$ cat src/rtl/medidor_pwm_if.sv
// Signal bundle between the PWM meter and its environment: PWM input plus measurement results.
interface medidor_pwm_if #(
    parameter int N = 50000
);
    logic                 pwm_in;
    logic [$clog2(N)-1:0] largura;
    logic [31:0]          periodo;
    logic                 pronto;
    logic                 fora_faixa;
    logic                 sinal_perdido;

    modport master (
        output pwm_in,
        input  largura, periodo, pronto, fora_faixa, sinal_perdido
    );

    modport slave (
        input  pwm_in,
        output largura, periodo, pronto, fora_faixa, sinal_perdido
    );
endinterface

$ cat src/rtl/medidor_pwm.sv
// PWM meter: recovers the servo width command (high time minus offset), the period,
// and flags loss of signal.
//
// state         | meaning
// ESPERA_BAIXO  | discard any partial pulse, wait for the synchronized input to be low
// ESPERA_SUBIDA | idle low, wait for a rising edge (total runs for the timeout)
// MEDE_ALTO     | counting high time of the current pulse
// MEDE_BAIXO    | counting low time until the next rising edge closes the period
module medidor_pwm #(
    parameter int conf_periodo = 1000000,
    parameter int defasagem    = conf_periodo / 20,
    parameter int N            = 50000
) (
    input  logic          clock,
    input  logic          reset,
    medidor_pwm_if.slave  bus
);
    localparam int LW = $clog2(N);
    localparam logic [31:0]   C_PERIODO = 32'(conf_periodo);
    localparam logic [31:0]   C_TIMEOUT = 32'(2 * conf_periodo);
    localparam logic [31:0]   C_DEF     = 32'(defasagem);
    localparam logic [31:0]   C_MAX     = 32'(N - 1);
    localparam logic [LW-1:0] C_MAX_L   = LW'(N - 1);

    typedef enum logic [1:0] {
        ESPERA_BAIXO,
        ESPERA_SUBIDA,
        MEDE_ALTO,
        MEDE_BAIXO
    } estado_t;

    estado_t       r_estado, w_prox;
    logic          r_s1, r_s2, r_s3;
    logic [1:0]    r_aquec;
    logic [31:0]   r_alto, r_total, r_periodo;
    logic [LW-1:0] r_largura;
    logic          r_pronto, r_fora, r_perdido;

    logic          w_subida, w_descida, w_sinc_ok;
    logic          w_reinicia, w_conta, w_conta_alto, w_fecha, w_perde, w_zera_total, w_grava_periodo;
    logic [31:0]   w_diff;
    logic [LW-1:0] w_largura;
    logic          w_fora;

    assign w_subida  = r_s2 & ~r_s3;
    assign w_descida = ~r_s2 & r_s3;
    // Synchronizer resets to 0, so a line already high at reset release must not look like a fresh edge.
    assign w_sinc_ok = (r_aquec == 2'd2);

    assign w_diff = r_alto - C_DEF;
    always_comb begin
        w_largura = w_diff[LW-1:0];
        w_fora    = 1'b0;
        if (r_alto < C_DEF) begin
            w_largura = '0;
            w_fora    = 1'b1;
        end else if (w_diff > C_MAX) begin
            w_largura = C_MAX_L;
            w_fora    = 1'b1;
        end
    end

    always_ff @(posedge clock or posedge reset) begin
        if (reset) r_estado <= ESPERA_BAIXO;
        else       r_estado <= w_prox;
    end

    always_comb begin
        w_prox           = r_estado;
        w_reinicia       = 1'b0;
        w_conta          = 1'b0;
        w_conta_alto     = 1'b0;
        w_fecha          = 1'b0;
        w_perde          = 1'b0;
        w_zera_total     = 1'b0;
        w_grava_periodo  = 1'b0;
        case (r_estado)
            ESPERA_BAIXO: begin
                w_zera_total = 1'b1;
                if (w_sinc_ok && !r_s2) w_prox = ESPERA_SUBIDA;
            end
            ESPERA_SUBIDA: begin
                if (w_subida) begin
                    w_reinicia = 1'b1;
                    w_prox     = MEDE_ALTO;
                end else if (r_total >= C_TIMEOUT) begin
                    w_perde      = 1'b1;
                    w_zera_total = 1'b1;
                end else begin
                    w_conta = 1'b1;
                end
            end
            MEDE_ALTO: begin
                if (w_descida) begin
                    w_fecha = 1'b1;
                    w_conta = 1'b1;
                    w_prox  = MEDE_BAIXO;
                end else if (r_alto >= C_PERIODO) begin
                    w_perde = 1'b1;
                    w_prox  = ESPERA_BAIXO;
                end else begin
                    w_conta      = 1'b1;
                    w_conta_alto = 1'b1;
                end
            end
            MEDE_BAIXO: begin
                if (w_subida) begin
                    w_grava_periodo = 1'b1;
                    w_reinicia      = 1'b1;
                    w_prox          = MEDE_ALTO;
                end else if (r_total >= C_TIMEOUT) begin
                    w_perde      = 1'b1;
                    w_zera_total = 1'b1;
                    w_prox       = ESPERA_SUBIDA;
                end else begin
                    w_conta = 1'b1;
                end
            end
            default: w_prox = ESPERA_BAIXO;
        endcase
    end

    always_ff @(posedge clock or posedge reset) begin
        if (reset) begin
            r_s1      <= 1'b0;
            r_s2      <= 1'b0;
            r_s3      <= 1'b0;
            r_aquec   <= '0;
            r_alto    <= '0;
            r_total   <= '0;
            r_periodo <= '0;
            r_largura <= '0;
            r_pronto  <= 1'b0;
            r_fora    <= 1'b0;
            r_perdido <= 1'b0;
        end else begin
            r_s1     <= bus.pwm_in;
            r_s2     <= r_s1;
            r_s3     <= r_s2;
            r_pronto <= w_fecha;
            if (!w_sinc_ok) r_aquec <= r_aquec + 2'd1;
            if (w_reinicia) begin
                r_alto  <= 32'd1;
                r_total <= 32'd1;
            end else begin
                if (w_conta_alto && r_alto != '1) r_alto <= r_alto + 32'd1;
                if (w_zera_total)                  r_total <= '0;
                else if (w_conta && r_total != '1) r_total <= r_total + 32'd1;
            end
            if (w_grava_periodo) r_periodo <= r_total;
            if (w_fecha) begin
                r_largura <= w_largura;
                r_fora    <= w_fora;
            end
            if (w_fecha)      r_perdido <= 1'b0;
            else if (w_perde) r_perdido <= 1'b1;
        end
    end

    assign bus.largura       = r_largura;
    assign bus.periodo       = r_periodo;
    assign bus.pronto        = r_pronto;
    assign bus.fora_faixa    = r_fora;
    assign bus.sinal_perdido = r_perdido;
endmodule
$ cat src/flat_wrapper.sv
// flat-port wrapper written by rule: the top's interface ports become plain ports
module medidor_pwm_flat 
#(
    parameter int conf_periodo = 1000000,
    parameter int defasagem    = conf_periodo / 20,
    parameter int N            = 50000
)
  (clock, reset, bus_pwm_in, bus_largura, bus_periodo, bus_pronto, bus_fora_faixa, bus_sinal_perdido);
  medidor_pwm_if #(.N(N)) bus_i ();
  input  logic clock;
  input  logic reset;
  input wire logic [$bits(bus_i.pwm_in)-1:0] bus_pwm_in;
  output wire logic [$bits(bus_i.largura)-1:0] bus_largura;
  output wire logic [$bits(bus_i.periodo)-1:0] bus_periodo;
  output wire logic [$bits(bus_i.pronto)-1:0] bus_pronto;
  output wire logic [$bits(bus_i.fora_faixa)-1:0] bus_fora_faixa;
  output wire logic [$bits(bus_i.sinal_perdido)-1:0] bus_sinal_perdido;
  assign bus_i.pwm_in = bus_pwm_in;
  assign bus_largura = bus_i.largura;
  assign bus_periodo = bus_i.periodo;
  assign bus_pronto = bus_i.pronto;
  assign bus_fora_faixa = bus_i.fora_faixa;
  assign bus_sinal_perdido = bus_i.sinal_perdido;
  medidor_pwm #(.conf_periodo(conf_periodo), .defasagem(defasagem), .N(N)) u_core (.clock(clock), .reset(reset), .bus(bus_i));
endmodule
$ cat config.mk
export PLATFORM = sky130hd
export DESIGN_NAME = medidor_pwm_flat
export DESIGN_NICKNAME = d
export VERILOG_FILES = /design/src/rtl/medidor_pwm_if.sv /design/src/rtl/medidor_pwm.sv /design/src/flat_wrapper.sv
export SDC_FILE = /design/constraint.sdc
export NUM_CORES = 1
export LEC_CHECK = 0
export ABC_CLOCK_PERIOD_IN_PS = 4800
export CAP_MARGIN = 5
export CORE_ASPECT_RATIO = 1.75
export CORE_MARGIN = 2
export CORE_UTILIZATION = 58
export DETAILED_ROUTE_END_ITERATION = 7
export GPL_TIMING_DRIVEN = 0
export MAX_ROUTING_LAYER = met4
export PLACE_DENSITY = 0.91
export SLEW_MARGIN = 5
export SYNTH_ARGS = -nofsm -noshare
export SYNTH_HDL_FRONTEND = slang
export SYNTH_SLANG_ARGS = --single-unit
$ cat constraint.sdc
create_clock -name clock -period 4.8 [get_ports clock]
set_clock_uncertainty 0.2 [all_clocks]
set_input_delay 0.96 -clock clock [delete_from_list [all_inputs] [get_ports clock]]
set_output_delay 0.96 -clock clock [all_outputs]
set_load 0.01 [all_outputs]
==> results_dict.tcl, run 1 <==
set metrics [dict create \
    status "finished, final reports clean" \
    clkLatencyLatePin_ns 0.42 \
    ys_warn_count 0 \
    numPortBuffers 53 \
    synth_fp_nets 637 \
    r2r_cells 10 \
    dp_hpwl_mm 11.4 \
    vias 5369 \
    synth_ff_type "dfrtp_1" \
    clock_sinks 122 \
    end_kind "flop" \
    die_x_microns 82.6 \
    leakage_nw 3.42 \
    cts_hold_buffers 0 \
    die_area_sq_um 11700 \
    dp.cells 808 \
    irDropWorstVdd_mv 0.364 \
    num_rows 50 \
    dr.pass1.iters 6 \
    antenna_cells 0 \
    clockBufferDepth 2 \
    final_cell_mix "dfrtp_1 (122), nor2_1 (54), clkdlybuf4s50_1 (53)" \
    cp.arrival_ns 3.55 \
    path_cells "ha_1 -> and3_1 -> and4_1 -> clkbuf_1 -> nand3_1 -> nor4_4 -> clkbuf_1 -> nor3_1 -> xnor2_1 -> nor2_1" \
    numCtsBuffers 17 \
    tns_ns 0 \
    slowest_delay_ns 0.52 \
    antenna_found_initial 0 \
    r2r_slack_ns 1.33 \
    cts_tree "done" \
    synthDistinctLibCells 57 \
    final_common_cell "dfrtp_1" \
    yosys-top-cells-area "dfrtp_1 (49%), xnor2_1 (5.0%), mux2_2 (4.8%), nor2_1 (3.2%), nand2_1 (2.8%)" \
    syn_to_final_growth_pct 21.6 \
    timing.fmax_mhz 288 \
    yosysSeqAreaShare_pct 48.7 \
    ys_ff_latch 122 \
    cp_max_fo 10 \
    slowest_stage "clkbuf_1" \
    track_usage_pct 31.2 \
    post_cts_buffers 0 \
    wl_per_cell_microns 19.8 \
    viasPerCell 6.39 \
    start_kind "flop" \
    critical_path_class "reg2reg" \
    critical_path_required_ns 4.87 \
    hold_viol 0 \
    die_y_microns 142 \
    ant_nets 0 \
    clkTransAtPathRegs_ns 0.06 \
    seq_area_sq_um 3050 \
    multi_input_area_sq_um 3000 \
    hold_path.class "reg2reg" \
    grt_pass1_wl_mm 26.6 \
    drv_cap 0 \
    remaining_drc_errors 0 \
    place.gp.congestion 0.972 \
    grt_max_degree 70 \
    whs_ns 0.166 \
    cts_htree_levels 4 \
    syn-mean-instance-area_sq_um 10.1 \
    drive_above_1_share_pct 11.4 \
    cts_root_buffer "clkbuf_16" \
    start_util_pct 59.0 \
    relSlewSlack_pct 36.6 \
    setup_violations 0 \
    slew_viol_final 0 \
    worst-slew-pin-transition_ns 0.943 \
    yosys.area.top_type "dfrtp_1" \
    fin_cells 840 \
    synth-async-reset-ratio_pct 100 \
    fin_crit_sh_pct 72.3 \
    fin_crit_ns 3.47 \
    holdPathStages 0 \
    ios 54 \
    path_common_cell "clkbuf_1" \
    cellPowerDensity_nw_per_um2 371 \
    grt_pass1_vias 5617 \
    synth.top_cell.area_share_pct 48.7 \
    syn_area_sq_um 6270 \
    drt_iter0_markers 404 \
    wl_mm 16.6 \
    syn-instance-count 624 \
    nFillCells 740 \
    nNetsFinal 710 \
    core_area_sq_um 10600 \
    rsz0062_at_grt "false" \
    synth_enable_flop_cells 0 \
    cts_resized 0 \
    grt_overflow 0 \
]
## critical path: cells and delay by family (launching register included)
kind / cells / cell delay, ns
xor gates and xnor gates: 1 / 0.22
adders and majority gates: 1 / 0.23
DFF: 1 / 0.44
buffers and inverters: 2 / 0.81
and+or+nand+nor: 6 / 1.42
## area by class of cell
type,count,area share (%)
sequential,122,40.0
multi-input combinational,449,39.3
timing repair buffer,54,7.32
clock buffer,22,6.08
clock inverter,10,2.16
tap,130,2.13
buffer,33,1.92
inverter,20,1.05
## cell usage after synthesis (all sizes together), types with 7 or more instances
cell	instances
xor2	7
a21oi	34
ha	10
dfrtp	122
or3	8
clkbuf	21
nor4	13
and2	17
nand2	47
and3	15
nand4	16
a31oi	12
o21ai	26
a22o	9
xnor2	36
mux2	27
inv	19
nor3	22
nand3	28
mux2i	9
buf	12
nor2	54
## final timing paths
check	end	startpoint
min reg2reg	u_core.r_s2$_DFF_PP0_	u_core.r_s1$_DFF_PP0_
max reg2reg	u_core.r_total[22]$_DFFE_PP0P_	u_core.r_total[0]$_DFFE_PP0P_
min in group asynchronous	u_core.bus.periodo[30]$_DFFE_PP0P_	reset
max in group asynchronous	u_core.bus.largura[7]$_DFFE_PP0P_	reset
max	u_core.r_total[22]$_DFFE_PP0P_	u_core.r_total[0]$_DFFE_PP0P_
min	u_core.r_s2$_DFF_PP0_	u_core.r_s1$_DFF_PP0_
## where the power goes
group          switching (mW)  internal [mW]  total [mW]
clock network           0.469          0.897        1.37
registers              0.0646           1.08        1.14
logic                   0.201          0.121       0.322
total                   0.735           2.10        2.83
## flip-flops by register name (all words and copies together) (netlist names)
name and cells:
u_core.bus.periodo 32, u_core.r_alto 32, u_core.r_total 32, u_core.bus.largura 16, u_core.r_aquec 2, u_core.r_estado 2
u_core.bus.fora_faixa 1, u_core.bus.pronto 1, u_core.bus.sinal_perdido 1, u_core.r_s1 1, u_core.r_s2 1, u_core.r_s3 1
## stage by stage
stage | instance area, sq um | setup WS, ns | power, mW | util, %
final | 7630 | 1.33 | 2.83 | 71.7
after detailed placement | 7000 | 1.51 | 1.47 | 65.8
after CTS | 7630 | 1.42 | 2.83 | 71.7
after global routing | 7630 | 1.22 | 2.92 | 71.7
after floorplan | 6270 | 0.397 | 1.35 | -
after global placement | 6970 | -1.08 | 1.45 | 65.5
## kinds of logic (layout without fill, tap and decap cells)
| kind of cell | after synthesis | in the layout | synth area share [%] |
|---|---|---|---|
| adder cells (fa/ha/maj) | 10 | 10 | 1.99 |
| multiplexers | 36 | 36 | 6.28 |
| AND/OR/NAND/NOR | 249 | 249 | 22.0 |
| XOR/XNOR | 43 | 43 | 6.00 |
| buffers and inverters | 53 | 139 | 3.53 |
| AO/OA/AOI/OAI | 111 | 111 | 11.5 |
| flip-flops | 122 | 122 | 48.7 |
## routing by layer
layer,part of all wire (%),global-route usage [%],up-vias
li1,-,-,2377
met5,0,-,-
met4,7.5,22.0,0
met2,53,53.1,298
met3,5.4,6.17,123
met1,34,30.4,2571
(Power assumes the default switching activity.)
==> run 2: changes to the inputs <==
--- a/config.mk
+++ b/config.mk
@@ -5,15 +5,15 @@
 export SDC_FILE = /design/constraint.sdc
 export NUM_CORES = 1
 export LEC_CHECK = 0
-export ABC_CLOCK_PERIOD_IN_PS = 4800
+export ABC_CLOCK_PERIOD_IN_PS = 3150
 export CAP_MARGIN = 5
 export CORE_ASPECT_RATIO = 1.75
 export CORE_MARGIN = 2
-export CORE_UTILIZATION = 58
+export CORE_UTILIZATION = 53
 export DETAILED_ROUTE_END_ITERATION = 7
 export GPL_TIMING_DRIVEN = 0
 export MAX_ROUTING_LAYER = met4
-export PLACE_DENSITY = 0.91
+export PLACE_DENSITY = 0.88
 export SLEW_MARGIN = 5
 export SYNTH_ARGS = -nofsm -noshare
 export SYNTH_HDL_FRONTEND = slang
==> constraint.sdc (replaced) <==
create_clock -name clock -period 3.15 [get_ports clock]
set_clock_uncertainty 0.2 [all_clocks]
set_input_delay 0.63 -clock clock [delete_from_list [all_inputs] [get_ports clock]]
set_output_delay 0.63 -clock clock [all_outputs]
set_load 0.01 [all_outputs]
==> results_dict.tcl, run 2 (synthesis results as in run 1) <==
set metrics [dict create \
    cp_max_fo 10 \
    wl_per_cell_microns 19.0 \
    fin_cells 852 \
    critical_path_class "reg2reg" \
    hold_end "u_core.r_s2$_DFF_PP0_" \
    vias 5276 \
    clockBufferDepth 2 \
    setup_violations 0 \
    critical_path_required_ns 3.29 \
    leakage_nw 3.47 \
    timing.rr.start "u_core.r_alto[16]$_DFFE_PP0P_" \
    end_kind "flop" \
    whs_ns 0.152 \
    cts_tree "done" \
    nNetsFinal 717 \
    num_rows 52 \
    holdPathStages 0 \
    rsz0062_at_grt "true" \
    ant_nets 0 \
    track_usage_pct 27.3 \
    grt_pass1_vias 5388 \
    clkLatencyLatePin_ns 0.43 \
    die_x_microns 86.2 \
    viasPerCell 6.19 \
    core_area_sq_um 11600 \
    timing.fmax_mhz 319 \
    dr.pass1.iters 5 \
    dp_hpwl_mm 11.3 \
    r2r_slack_ns 0.01 \
    worst-slew-pin-transition_ns 0.811 \
    grt_overflow 0 \
    remaining_drc_errors 0 \
    hold_path.class "reg2reg" \
    fin_crit_ns 3.14 \
    start_kind "flop" \
    cellPowerDensity_nw_per_um2 541 \
    syn_to_final_growth_pct 23.3 \
    antenna_cells 0 \
    wl_mm 16.2 \
    relSlewSlack_pct 45.7 \
    final_common_cell "dfrtp_1" \
    ios 54 \
    post_dp_cell_area_sq_um 7040 \
    die_area_sq_um 12800 \
    fin_util_pct 66.8 \
    clkTransAtPathRegs_ns 0.06 \
    dp.cells 815 \
    final_cell_area_sq_um 7730 \
    cp.arrival_ns 3.27 \
    start_util_pct 54.2 \
    r2r_end "u_core.r_total[29]$_DFFE_PP0P_" \
    irDropWorstVdd_mv 0.447 \
    drt_iter0_markers 357 \
    antenna_found_initial 0 \
    fin_crit_sh_pct 99.5 \
    cts_htree_levels 4 \
    hold_path_startpoint "u_core.r_s1$_DFF_PP0_" \
    place.gp.congestion 0.959 \
    slew_viol_final 0 \
    drive_above_1_share_pct 14.9 \
    power_mw 4.18 \
    hold_viol 0 \
    numPortBuffers 53 \
    final_cell_mix "dfrtp_1 (121), nor2_1 (54), clkdlybuf4s50_1 (53)" \
    die_y_microns 148 \
    grt_max_degree 38 \
    drv_cap 0 \
    nFillCells 866 \
    grt_pass1_wl_mm 26.3 \
    status "finished, final reports clean" \
    clock_sinks 122 \
    numCtsBuffers 17 \
    crit_start "u_core.r_alto[16]$_DFFE_PP0P_" \
    r2r_cells 10 \
    cts_root_buffer "clkbuf_16" \
]
run 2: layout make-up:
| type | count | area [sq um] | share of cell area, % |
|---|---|---|---|
| repair buffers | 63 | 651 | 8.41 |
| clock buffers | 17 | 425 | 5.50 |
| inverters | 20 | 78.8 | 1.02 |
| multi-input cells | 449 | 3050 | 39.4 |
| clock inverters | 15 | 163 | 2.10 |
| plain buffers | 31 | 143 | 1.84 |
| well taps | 135 | 169 | 2.18 |
| flip-flops and latches | 122 | 3050 | 39.5 |
run 2: worst max-delay path by stage:
stage,end,slack (ns),cells after the start
floorplan,u_core.r_alto[13]$_DFFE_PP0P_,0.36,8
detailed placement,u_core.r_total[17]$_DFFE_PP0P_,-0.12,8
global route,u_core.r_total[29]$_DFFE_PP0P_,-0.04,10
CTS,u_core.r_total[25]$_DFFE_PP0P_,0.005,8
finish,u_core.r_total[29]$_DFFE_PP0P_,0.01,10
global placement,u_core.r_alto[12]$_DFFE_PP0P_,-0.18,2
run 2: per-layer routing:
metal  up-vias  share of wire (%)  global-route usage, %  wire length [microns]
met5         -                  0                      -                      0
met4         0                6.5                   18.5                   1050
met3        97                5.2                   5.19                    837
met2       252                 53                   47.0                   8650
met1      2533                 35                   27.2                   5670
li1       2394                  -                      -                      -
run 2: what timing repair did:
action / CTS / global route
gates resized for setup: 8 / 7
setup buffers: 0 / 7
gates cloned: 0 / 0
endpoints found under the setup margin: 24 / 37
hold buffers: 0 / 0
pin swaps: 0 / 3
run 2: worst max-delay path, cell delays in order, from the launching register on:
cell and delay [ns]:
dfrtp_1 0.31, buf_2 0.21, and3_1 0.20, o211ai_1 0.24
o211a_1 0.34, a211oi_1 0.41, buf_2 0.33, or2_1 0.21
buf_2 0.28, o21ai_0 0.15, a21oi_1 0.15
run 2: per-stage QoR:
stage / worst slack [ns] / setup TNS, ns
6_report: 0.0144 / 0
3_3_place_gp: -0.184 / -21.69
2_1_floorplan: 0.363 / 0
3_5_place_dp: -0.121 / -1.27
4_1_cts: 0.00510 / 0
5_1_grt: -0.0398 / -0.346
run 2: where the power goes:
group | switching (mW) | total, mW | internal, mW | leakage (nW)
clock network | 0.775 | 1.95 | 1.18 | 0.281
registers | 0.0908 | 1.74 | 1.65 | 1.67
logic | 0.307 | 0.498 | 0.191 | 1.52
total | 1.17 | 4.18 | 3.01 | 3.47
